<file path="src/rtl/mod_exp_pkg.sv">
// Shared constants for the right-to-left modular exponentiator: default width and FSM encoding.
package mod_exp_pkg;

  localparam int unsigned DefaultWidth = 32;

  localparam logic [2:0] StIdle = 3'd0;
  localparam logic [2:0] StLoad = 3'd1;
  localparam logic [2:0] StMult = 3'd2;
  localparam logic [2:0] StNext = 3'd3;
  localparam logic [2:0] StDone = 3'd4;

endpackage

</file>
<file path="src/rtl/mod_exp_r2l_if.sv">
// Request/response and serial-exponent handshake bundle for mod_exp_r2l.
interface mod_exp_r2l_if #(
  parameter int unsigned WIDTH = mod_exp_pkg::DefaultWidth
);
  logic             start;
  logic [WIDTH-1:0] base;
  logic [WIDTH-1:0] modulus;
  logic             exp_bit;
  logic             exp_load;
  logic             exp_shift;
  logic [WIDTH-1:0] result;
  logic             busy;
  logic             done;

  modport master (
    output start, base, modulus, exp_bit,
    input  exp_load, exp_shift, result, busy, done
  );

  modport slave (
    input  start, base, modulus, exp_bit,
    output exp_load, exp_shift, result, busy, done
  );
endinterface

</file>
<file path="src/rtl/mod_mult.sv">
// Interleaved MSB-first modular multiplier: p = a*b mod n after WIDTH step cycles.
module mod_mult
  import mod_exp_pkg::*;
#(
  parameter int unsigned WIDTH = DefaultWidth
) (
  input  logic             clk,
  input  logic             reset,
  input  logic             start,
  input  logic [WIDTH-1:0] a,
  input  logic [WIDTH-1:0] b,
  input  logic [WIDTH-1:0] n,
  output logic [WIDTH-1:0] p,
  output logic             done
);
  localparam int unsigned CntW = $clog2(WIDTH + 1);

  logic [WIDTH-1:0] a_q, b_q, n_q, acc_q, acc_d;
  logic [WIDTH+1:0] sum, sub1, n_ext;
  logic [CntW-1:0]  cnt_q;

  // acc < n and b < n keep 2*acc + b below 3n, so two subtractions always reduce it.
  always_comb begin
    n_ext = {2'b00, n_q};
    sum   = {1'b0, acc_q, 1'b0} + (a_q[WIDTH-1] ? {2'b00, b_q} : '0);
    sub1  = (sum >= n_ext) ? sum - n_ext : sum;
    acc_d = WIDTH'((sub1 >= n_ext) ? sub1 - n_ext : sub1);
  end

  always_ff @(posedge clk or posedge reset) begin
    if (reset) begin
      a_q   <= '0;
      b_q   <= '0;
      n_q   <= '0;
      acc_q <= '0;
      cnt_q <= '0;
    end else if (start) begin
      a_q   <= a;
      b_q   <= b;
      n_q   <= n;
      acc_q <= '0;
      cnt_q <= CntW'(WIDTH);
    end else if (cnt_q != '0) begin
      a_q   <= a_q << 1;
      acc_q <= acc_d;
      cnt_q <= cnt_q - CntW'(1);
    end
  end

  assign p    = acc_q;
  // High in the cycle whose clock edge writes the final product.
  assign done = (cnt_q == CntW'(1));

endmodule

</file>
<file path="src/rtl/mod_exp_r2l.sv">
// Right-to-left square-and-multiply modular exponentiator fed by an upstream serial exponent.
module mod_exp_r2l
  import mod_exp_pkg::*;
#(
  parameter int unsigned WIDTH = DefaultWidth
) (
  input logic          clk,
  input logic          reset,
  mod_exp_r2l_if.slave bus
);
  localparam int unsigned CntW = $clog2(WIDTH + 1);

  logic [2:0]       state_q, state_d;
  logic [WIDTH-1:0] b_q, b_d, n_q, n_d, r_q, r_d, result_q, result_d;
  logic [CntW-1:0]  cnt_q, cnt_d;
  logic             mul_start, rb_done, bb_done;
  logic [WIDTH-1:0] rb_p, bb_p;

  always_comb begin
    state_d   = state_q;
    b_d       = b_q;
    n_d       = n_q;
    r_d       = r_q;
    cnt_d     = cnt_q;
    result_d  = result_q;
    mul_start = 1'b0;
    case (state_q)
      StIdle: begin
        if (bus.start) begin
          b_d     = bus.base;
          n_d     = bus.modulus;
          r_d     = WIDTH'(bus.modulus > WIDTH'(1));
          cnt_d   = CntW'(WIDTH);
          state_d = StLoad;
        end
      end
      StLoad: begin
        if (n_q == '0) begin
          result_d = r_q;
          state_d  = StDone;
        end else begin
          mul_start = 1'b1;
          state_d   = StMult;
        end
      end
      StMult: begin
        if (rb_done && bb_done) state_d = StNext;
      end
      StNext: begin
        if (bus.exp_bit) r_d = rb_p;
        b_d   = bb_p;
        cnt_d = cnt_q - CntW'(1);
        if (cnt_q == CntW'(1)) begin
          result_d = r_d;
          state_d  = StDone;
        end else begin
          mul_start = 1'b1;
          state_d   = StMult;
        end
      end
      StDone:  state_d = StIdle;
      default: state_d = StIdle;
    endcase
  end

  always_ff @(posedge clk or posedge reset) begin
    if (reset) begin
      state_q  <= StIdle;
      b_q      <= '0;
      n_q      <= '0;
      r_q      <= '0;
      cnt_q    <= '0;
      result_q <= '0;
    end else begin
      state_q  <= state_d;
      b_q      <= b_d;
      n_q      <= n_d;
      r_q      <= r_d;
      cnt_q    <= cnt_d;
      result_q <= result_d;
    end
  end

  // Multipliers load the values R and B will hold next, so a restart needs no extra cycle.
  mod_mult #(.WIDTH(WIDTH)) u_mult_rb (
    .clk   (clk),
    .reset (reset),
    .start (mul_start),
    .a     (r_d),
    .b     (b_d),
    .n     (n_q),
    .p     (rb_p),
    .done  (rb_done)
  );

  mod_mult #(.WIDTH(WIDTH)) u_mult_bb (
    .clk   (clk),
    .reset (reset),
    .start (mul_start),
    .a     (b_d),
    .b     (b_d),
    .n     (n_q),
    .p     (bb_p),
    .done  (bb_done)
  );

  assign bus.busy      = (state_q != StIdle);
  assign bus.done      = (state_q == StDone);
  assign bus.exp_load  = (state_q == StLoad);
  assign bus.exp_shift = (state_q == StNext);
  assign bus.result    = result_q;

endmodule

</file>
<file path="src/flat_wrapper.sv">
// flat-port wrapper written by rule: the top's interface ports become plain ports
module mod_exp_r2l_flat import mod_exp_pkg::*;
#(
  parameter int unsigned WIDTH = DefaultWidth
)
  (clk, reset, bus_start, bus_base, bus_modulus, bus_exp_bit, bus_exp_load, bus_exp_shift, bus_result, bus_busy, bus_done);
  mod_exp_r2l_if #(.WIDTH(WIDTH)) bus_i ();
  input logic clk;
  input logic reset;
  input wire logic [$bits(bus_i.start)-1:0] bus_start;
  input wire logic [$bits(bus_i.base)-1:0] bus_base;
  input wire logic [$bits(bus_i.modulus)-1:0] bus_modulus;
  input wire logic [$bits(bus_i.exp_bit)-1:0] bus_exp_bit;
  output wire logic [$bits(bus_i.exp_load)-1:0] bus_exp_load;
  output wire logic [$bits(bus_i.exp_shift)-1:0] bus_exp_shift;
  output wire logic [$bits(bus_i.result)-1:0] bus_result;
  output wire logic [$bits(bus_i.busy)-1:0] bus_busy;
  output wire logic [$bits(bus_i.done)-1:0] bus_done;
  assign bus_i.start = bus_start;
  assign bus_i.base = bus_base;
  assign bus_i.modulus = bus_modulus;
  assign bus_i.exp_bit = bus_exp_bit;
  assign bus_exp_load = bus_i.exp_load;
  assign bus_exp_shift = bus_i.exp_shift;
  assign bus_result = bus_i.result;
  assign bus_busy = bus_i.busy;
  assign bus_done = bus_i.done;
  mod_exp_r2l #(.WIDTH(WIDTH)) u_core (.clk(clk), .reset(reset), .bus(bus_i));
endmodule
</file>
<file path="config.mk">
export PLATFORM = sky130hd
export DESIGN_NAME = mod_exp_r2l_flat
export DESIGN_NICKNAME = d
export VERILOG_FILES = /design/src/rtl/mod_exp_pkg.sv /design/src/rtl/mod_exp_r2l_if.sv /design/src/rtl/mod_mult.sv /design/src/rtl/mod_exp_r2l.sv /design/src/flat_wrapper.sv
export SDC_FILE = /design/constraint.sdc
export NUM_CORES = 1
export LEC_CHECK = 0
export ABC_AREA = 1
export ABC_CLOCK_PERIOD_IN_PS = 11200
export CORE_MARGIN = 3
export CORE_UTILIZATION = 30
export CTS_BUF_LIST = sky130_fd_sc_hd__clkbuf_16
export DETAILED_ROUTE_END_ITERATION = 16
export GPL_TIMING_DRIVEN = 0
export PLACE_DENSITY_LB_ADDON = 0.05
export SYNTH_ARGS = -nofsm -noshare
export SYNTH_HDL_FRONTEND = slang
export SYNTH_SLANG_ARGS = --single-unit
</file>
<file path="constraint.sdc">
create_clock -name clk -period 11.2 [get_ports clk]
set_input_delay 2.24 -clock clk [delete_from_list [all_inputs] [get_ports clk]]
set_output_delay 2.24 -clock clk [all_outputs]
set_load 0.01 [all_outputs]
</file>
Yosys cells after proc, flatten, opt, wreduce, memory -nomap -nowiden
Cells that the tools add are included.
W data, S select, Z words.
Storage, ports and cells
  bits in registers: 341
  input port bits: 68
  output and inout port bits: 36
  logic and storage cells: 89
Operators by class
  add/sub/neg operators: 9
  magnitude comparators: 5
  eq/ne operators: 11
  multiplexer cells: 36
  reductions and logical operators: 14
Operators by type and width (number)
  $mux W32: 17
  $pmux W32 S2: 3
  $ge A34 B32 Y1: 4
  $add A33 B34 Y34: 2
  $mux W34: 2
  $sub A34 B32 Y34: 2
  $sub A32 B32 Y32: 2
  $gt A32 B1 Y1 const B: 1
  $logic_not A32 Y1: 1
  $mux W6: 5
  $eq A6 B1 Y1 const B: 3
  $sub A6 B1 Y6 const B: 3
  $mux W3: 4
  $pmux W3 S4: 1
  $pmux W6 S2: 1
  $reduce_bool A6 Y1: 2
  $reduce_bool A2 Y1: 4
  $eq A3 B2 Y1 const B: 2
  $ne A2 B1 Y1 const B: 3
  $reduce_and A2 Y1: 3
  $eq A3 B1 Y1 const B: 1
  $eq A3 B3 Y1 const B: 1
  $logic_not A3 Y1: 1
  $reduce_and A3 Y1: 1
  5 further kinds: 6

Depth between registers and ports, before layout
Gate-level depths: netlist of the first run.
  depth in word-level cells: 8
  mapped depth: 49
  gate-level depth less buffers: 45

Hierarchy
A second synthesis of the first run with hierarchy kept.
Second synthesis, totals
  cells, all modules: 4635
  area total of the unflattened synthesis: 30928.4 um^2
Modules (own cells, without submodules)
  mod_mult (u_core.u_mult_bb): times used 1, cells an instance 2037, area each 12648.4 um^2, seq. area each 3353.2 um^2
  mod_mult (u_core.u_mult_rb): times used 1, cells an instance 1808, area each 11965.2 um^2, seq. area each 3353.2 um^2
  mod_exp_r2l: times used 1, cells an instance 790, area each 6314.8 um^2, seq. area each 3428.3 um^2

Worst setup path before layout of the first run
No wires, ideal clock.
  path type: register to register
  from: register u_core.u_mult_bb.a_q[31]
  to: register u_core.u_mult_bb.acc_q[10] (netlist: u_core.u_mult_bb.p[10])
  library setup time: 0.118 ns
  data arrival time: 5.723 ns
  required time: 11.082 ns
  slack: 5.359 ns
  cell stages (with the launch flop): 44
  buffers on the path: 4
  period minus slack after synthesis: 5.841 ns
  cell sequence: dfrtp_1 > clkbuf_1 > clkbuf_1 > nand2_1 > inv_1 > fa_1 > nand2_1 > inv_1 > nand2_1 > nand2_1 > a21oi_1 > o21bai_1 > nand3_1 > nand2_1 > or2_2 > nand2_1 > inv_1 > ha_1 > [... 8 more ...] > clkbuf_1 > nand2_1 > o21ai_0 > inv_1 > ha_1 > a21oi_1 > o21ai_1 > a21oi_1 > o21ai_1 > nand2_1 > nand2_1 > nand2_1 > nand2_1 > a21oi_2 > clkbuf_1 > nand3_1 > nand3_1 > nand2_1
On the way
  word-level cells in the longest chain between the ends: 8
  elaborated cells between the ends (all ways): 10
  those cells by class: add/sub (3); order compare (2); mux (5)
Ends and longest elaborated chain
  start, declared: RTL line mod_mult.sv:18  | logic [WIDTH-1:0] a_q, b_q, n_q, acc_q, acc_d;
  start signal, assigned: RTL line mod_mult.sv:44  | a_q <= a_q << 1;
  $mux W32 (*): RTL line mod_mult.sv:25  | sum = {1'b0, acc_q, 1'b0} + (a_q[WIDTH-1] ? {2'b00, b_q} : '0);
  $add A33 B34 Y34 (*): RTL line mod_mult.sv:25
  $sub A34 B32 Y34 / $ge A34 B32 Y1 (equally long branches): RTL line mod_mult.sv:26  | sub1 = (sum >= n_ext) ? sum - n_ext : sum;
  $mux W34 (*): RTL line mod_mult.sv:26
  $sub A32 B32 Y32 / $ge A34 B32 Y1 (equally long branches): RTL line mod_mult.sv:27  | acc_d = WIDTH'((sub1 >= n_ext) ? sub1 - n_ext : sub1);
  $mux W32 (*): RTL line mod_mult.sv:27
  $mux W32 (*): RTL line mod_mult.sv:43  | end else if (cnt_q != '0) begin
  $mux W32 (*): RTL line mod_mult.sv:37  | end else if (start) begin
  end signal, assigned: RTL line mod_mult.sv:35  | acc_q <= '0;
  end signal, assigned: RTL line mod_mult.sv:41  | acc_q <= '0;
  end signal, assigned: RTL line mod_mult.sv:45  | acc_q <= acc_d;
  end, declared: RTL line mod_mult.sv:18
Every way passes the cells marked *; elsewhere a longest branch is shown, timed or not. The select of a mux whose other input is x is not followed.
A chain may end at the register's enable or synchronous reset.

Final worst setup path of the first run
  from: register u_core.u_mult_bb.a_q[31]
  to: register u_core.u_mult_bb.acc_q[18] (netlist: u_core.u_mult_bb.p[18])
The elaborated chain is that of the path after synthesis.

==> results.cfg, run 1 <==
[worst_setup_path]
critPathSlowestCell = clkbuf_1
rr_endpoint = u_core.u_mult_bb.p[18]$_DFFE_PP0P_
r2r_start = u_core.u_mult_bb.a_q[31]$_DFFE_PP0P_
crit_fanout = 10
r2r_cells = 43
worst_path_most_repeated_cell = nand2_1
crit_path_start = u_core.u_mult_bb.a_q[31]$_DFFE_PP0P_
r2r_slack_ns = 2.65
worst_ep_arrival_time_ns = 9.07
critPathLaunchType = flop
required_ns = 11.72
crit_path_max_incr_delay_ns = 0.55
end_kind = flop
worstSetupPathType = flop to flop

[synth]
synth_top_cell_by_area = dfrtp_1
synth_area_leaders = dfrtp_1, nand2_1, ha_1
netlist_instances = 4172
ys_seq_elements = 341
yosys.area.top_type_share_pct = 30.8
syn_area_sq_um = 27700
async_reset_ff_share_pct = 100
synth_flop_cell = dfrtp_1
synth_warnings = 0
syn_nets = 4442
ys_seq_area_share_pct = 30.8
synth.avg_cell_area_sq_um = 6.65
synth_edf_count = 0
synthDistinctLibCells = 58

[clocking]
cts_max_path_buffers = 3
hold_buffers = 0
path_clk_slew_ns = 0.06
clock_latency_ns = 0.60
root_buffer = clkbuf_16
cts_tree = yes
cts.sinks = 341
htree_num_levels = 2
numCtsBuffers = 43
ctsResizeCount = 0
cts_setup_buffers = 0

[drt]
met2WireLength_um = 54600
postRouteAntennaNets = 0
drt-vias-per-instance = 4.95
num_vias = 27425
met1_length_um = 52700
drtIter0Drc = 2115
wl_um = 116000
dr_wl_met3_um = 5250
drc_errors = 0
dr.pass1.iters = 5
top_layer = met4
wire_per_inst_um = 20.9

[die]
core_sq_um = 90800
io_pins = 104
die_w_um = 310
initial_core_util_pct = 30.5
die-area_sq_um = 96100
die_h_um = 310
num_rows = 110

[sta]
tightest_slew_ns = 1.23
fin_tns_setup_ns = 0
fin_crit_ns = 8.55
finalHoldViolCount = 0
rsz0062_at_grt = no
skew_ns = 0.0161
drv_slew = 0
fmax_ghz = 0.117
slew_headroom_pct = 17.4
period_share_pct = 76.3
setup_viol = 0

[final_layout]
multi_input_area_sq_um = 16700
areaGrowthSynthToFinish_pct = 14.6
n_fill_cell = 10104
final_net_count = 4600
drive_gt1_share_pct = 3.78
register_area_sq_um = 8530

[worst_hold_path]
hold_depth = 2
hold_end = u_core.u_mult_bb.a_q[0]$_DFFE_PP0P_
min_from = u_core.u_mult_bb.a_q[0]$_DFFE_PP0P_
hold_path.class = flop to flop

[status]
status = finished clean

[global_routing]
grt.overflow.total = 0
antenna_found_initial = 4
grt_pass1_wl_um = 170000
grt_start_max_net_pins = 38
groute.usage.overall_pct = 23.9
grt_pass1_vias = 26857

[placed_design]
gp_congestion = 0.949
dp_hpwl_um = 96300
place.port_buffers = 102

[job]
drv_cap = 0
-- cells in the final DEF, fill, tap and decap left out, types with 9 or more instances in the layout --
master           synthesis  layout
a21boi_0                 9       9
a21o_1                  21      21
a21oi_1                215     215
a31oi_1                 45      45
buf_1                   11      11
buf_12                   0      10
buf_2                   18      18
buf_6                   10      10
clkbuf_1                83      83
clkbuf_16                0      43
clkdlybuf4s50_1          0     102
clkinv_1                 0       9
clkinv_2                 0       9
dfrtp_1                341     341
ha_1                   196     196
inv_1                  494     501
nand2_1               1436    1436
nand2_2                 18      18
nand3_1                325     325
nand4_1                 28      28
nor2_1                 274     274
nor3_1                  30      30
nor4_1                  36      35
o211ai_1                18      18
o21a_1                  25      25
o21ai_0                234     234
o21ai_1                 27      27
o21bai_1                22      22
xnor2_1                 78      78
xor2_1                  84      84
-- cell families (layout without fill, tap and decap cells) --
| family | Yosys count | count (layout) | synth area share, % |
|---|---|---|---|
| and+or+nand+nor | 2185 | 2185 | 32.6 |
| other | 0 | 4 | 0 |
| buffers and inverters | 626 | 817 | 8.87 |
| AOI/OAI and AO/OA | 653 | 653 | 13.3 |
| muxes | 3 | 3 | 0.113 |
| adders and majority gates | 202 | 202 | 9.28 |
| DFF | 341 | 341 | 30.8 |
| xor gates and xnor gates | 162 | 162 | 5.12 |
-- sequential cells by signal, indices dropped and copies added (netlist names) --
register                count
u_core.u_mult_rb.p         32
u_core.r_q                 32
u_core.cnt_q                6
u_core.u_mult_rb.n_q       32
u_core.u_mult_rb.a_q       32
u_core.b_q                 32
u_core.bus.result          32
u_core.u_mult_bb.cnt_q      6
u_core.u_mult_rb.cnt_q      6
u_core.u_mult_bb.a_q       32
u_core.u_mult_rb.b_q       32
u_core.state_q              3
u_core.n_q                 32
u_core.u_mult_bb.p         32
-- layer usage --
layer	up-vias	GRT usage (%)
met2	561	40.8
met4	0	6.76
met5	-	0
li1	13879	-
met3	121	3.04
met1	12864	31.7
-- stage by stage --
stage          area (sq um)  utilization, %  setup slack, ns  hold WS (ns)  std cells
2_1_floorplan         27700               -             4.40         0.432       4172
3_3_place_gp          30200            33.3             1.29         0.459       5450
3_5_place_dp          30400            33.5             2.81         0.463       5461
4_1_cts               31800            35.0             2.77         0.478       5539
5_1_grt               31800            35.0             2.01         0.494       5539
6_report              31800            35.0             2.65         0.476       5543
-- cell usage after synthesis, types with 5 or more instances --
library cell	count
a211oi_1	7
a21boi_0	9
a21o_1	21
a21oi_1	215
a31oi_1	45
buf_1	11
buf_2	18
buf_6	10
clkbuf_1	83
dfrtp_1	341
fa_1	6
ha_1	196
inv_1	494
inv_2	7
nand2_1	1436
nand2_2	18
nand3_1	325
nand3b_1	8
nand4_1	28
nor2_1	274
nor2_2	6
nor3_1	30
nor3_2	5
nor4_1	36
o211ai_1	18
o21a_1	25
o21ai_0	234
o21ai_1	27
o21bai_1	22
or2_2	6
xnor2_1	78
xor2_1	84
-- layout make-up --
class	instances	share of cell area, %
multi-input combinational	3205	52.7
sequential	341	26.9
inverter	501	5.93
tap	1176	4.63
timing repair buffer	113	3.87
clock buffer	43	3.39
buffer	125	1.82
clock inverter	35	0.791
antenna	4	0.0315
-- critical path: cells and delay by family, from the launching register on --
| kind | cells | cell delay (ns) |
|---|---|---|
| flops | 1 | 0.32 |
| simple gates | 26 | 3.60 |
| buf+inv | 8 | 1.99 |
| fa+ha+maj | 3 | 1.00 |
| compound gates | 5 | 1.07 |
| xor+xnor | 1 | 0.46 |
-- worst max path at each step --
stage          slack (ns)                            endpoint  depth (start not counted)
2_1_floorplan        4.40             u_core.b_q[0]$_DFF_PP0_                          1
3_3_place_gp         1.29          u_core.n_q[24]$_DFFE_PP0P_                          2
3_5_place_dp         2.81  u_core.u_mult_bb.p[21]$_DFFE_PP0P_                         46
4_1_cts              2.77  u_core.u_mult_bb.p[21]$_DFFE_PP0P_                         46
5_1_grt              2.01  u_core.u_mult_bb.p[19]$_DFFE_PP0P_                         41
6_report             2.65  u_core.u_mult_bb.p[18]$_DFFE_PP0P_                         43
Power of run 1 is left out: the tool's default activity adds up to more than one toggle a clock period on the data nets, which glitch-free logic cannot reach.
==> run 2: changes to the inputs <==
--- a/config.mk
+++ b/config.mk
@@ -6,7 +6,7 @@
 export NUM_CORES = 1
 export LEC_CHECK = 0
 export ABC_AREA = 1
-export ABC_CLOCK_PERIOD_IN_PS = 11200
+export ABC_CLOCK_PERIOD_IN_PS = 8900
 export CORE_MARGIN = 3
 export CORE_UTILIZATION = 30
 export CTS_BUF_LIST = sky130_fd_sc_hd__clkbuf_16
==> constraint.sdc (replaced) <==
create_clock -name clk -period 8.9 [get_ports clk]
set_input_delay 1.78 -clock clk [delete_from_list [all_inputs] [get_ports clk]]
set_output_delay 1.78 -clock clk [all_outputs]
set_load 0.01 [all_outputs]
==> results.cfg, run 2 (synthesized netlist as in run 1, its figures left out) <==
[status]
status = finished clean

[die]
io_pins = 104
core_sq_um = 90800
die_w_um = 310
num_rows = 110
die-area_sq_um = 96100
initial_core_util_pct = 30.5
die_h_um = 310

[final_layout]
areaGrowthSynthToFinish_pct = 14.6
final_net_count = 4600
drive_gt1_share_pct = 3.83
n_fill_cell = 10104
fin_util_pct = 35.0
final_cell_mix = nand2_1, inv_1, dfrtp_1
final_area_sq_um = 31800
final_common_cell = nand2_1

[clocking]
root_buffer = clkbuf_16
cts_setup_buffers = 0
ctsResizeCount = 0
cts_max_path_buffers = 3
hold_buffers = 0
numCtsBuffers = 43
cts_tree = yes
path_clk_slew_ns = 0.06
htree_num_levels = 2
clock_latency_ns = 0.59
cts.sinks = 341

[worst_setup_path]
rr_endpoint = u_core.u_mult_bb.p[18]$_DFFE_PP0P_
crit_path_max_incr_delay_ns = 0.50
worst_path_most_repeated_cell = nand2_1
r2r_slack_ns = 0.66
critPathLaunchType = flop
r2r_start = u_core.u_mult_bb.a_q[31]$_DFFE_PP0P_
r2r_cells = 46
worst_ep_arrival_time_ns = 8.76
required_ns = 9.42
critPathSlowestCell = buf_1
end_kind = flop
crit_fanout = 10
worstSetupPathType = flop to flop

[drt]
postRouteAntennaNets = 0
num_vias = 27381
dr.pass1.iters = 5
wire_per_inst_um = 20.9
wl_um = 116000
drc_errors = 0
drtIter0Drc = 2091
drt-vias-per-instance = 4.94

[global_routing]
grt.overflow.total = 0
grt_start_max_net_pins = 38
antenna_found_initial = 4
grt_pass1_wl_um = 170000
grt_pass1_vias = 26857
groute.usage.overall_pct = 23.9

[sta]
finalHoldViolCount = 0
slew_headroom_pct = 18.1
skew_ns = 0.0142
tightest_slew_ns = 1.22
fmax_ghz = 0.121
worst_slack_ns = 0.661
drv_slew = 0
setup_viol = 0
rsz0062_at_grt = no
fin_crit_ns = 8.24
period_share_pct = 92.6

[job]
drv_cap = 0

[placed_design]
dp_hpwl_um = 96300
place.port_buffers = 102
pre_cts_ws_ns = 0.506
gp_congestion = 0.949
placedInstanceArea_sq_um = 30400

[worst_hold_path]
hold_depth = 2
min_from = u_core.u_mult_bb.a_q[0]$_DFFE_PP0P_
hold_end = u_core.u_mult_bb.a_q[0]$_DFFE_PP0P_
hold_path.class = flop to flop
## run 2: worst max-delay path by stage
stage / cells after the start / start / slack, ns / to
2_1_floorplan: 1 / reset / 2.56 / u_core.b_q[0]$_DFF_PP0_
3_3_place_gp: 2 / reset / -0.55 / u_core.n_q[24]$_DFFE_PP0P_
3_5_place_dp: 46 / u_core.u_mult_bb.a_q[31]$_DFFE_PP0P_ / 0.51 / u_core.u_mult_bb.p[21]$_DFFE_PP0P_
4_1_cts: 46 / u_core.u_mult_bb.a_q[31]$_DFFE_PP0P_ / 0.47 / u_core.u_mult_bb.p[21]$_DFFE_PP0P_
5_1_grt: 45 / u_core.u_mult_bb.a_q[31]$_DFFE_PP0P_ / 0.006 / u_core.u_mult_bb.p[19]$_DFFE_PP0P_
6_report: 46 / u_core.u_mult_bb.a_q[31]$_DFFE_PP0P_ / 0.66 / u_core.u_mult_bb.p[18]$_DFFE_PP0P_
## run 2: worst max-delay path, delay by kind of cell, from the launching register on
| family | cells | cell delay, ns |
|---|---|---|
| AOI/OAI and AO/OA | 6 | 1.28 |
| xor gates and xnor gates | 1 | 0.41 |
| adders and majority gates | 3 | 0.90 |
| buffers and inverters | 7 | 1.78 |
| DFF | 1 | 0.32 |
| and+or+nand+nor | 29 | 3.49 |
## run 2: stage by stage
step,std cells,hold slack [ns],setup TNS [ns]
6_report,5544,0.476,0
2_1_floorplan,4172,0.432,0
4_1_cts,5539,0.478,0
5_1_grt,5539,0.494,0
3_3_place_gp,5450,0.459,-157.16
3_5_place_dp,5461,0.463,0
## run 2: per-layer routing
layer	track usage, %	vias up	routed length (um)
li1	-	13876	-
met1	31.7	12843	52500
met2	40.8	542	54500
met3	3.04	120	5540
met4	6.76	0	3350
met5	0	-	0
## run 2: cell type report
| cell class | instances | area (sq um) | area share (%) |
|---|---|---|---|
| clock inverters | 35 | 251 | 0.791 |
| repair buffers | 113 | 1230 | 3.87 |
| flip-flops and latches | 341 | 8530 | 26.9 |
| inverters | 501 | 1880 | 5.93 |
| diodes | 5 | 12.5 | 0.0394 |
| plain buffers | 125 | 581 | 1.83 |
| well taps | 1176 | 1470 | 4.63 |
| clock buffers | 43 | 1080 | 3.39 |
| multi-input cells | 3205 | 16700 | 52.7 |
Power of run 2 is left out for the same reason.
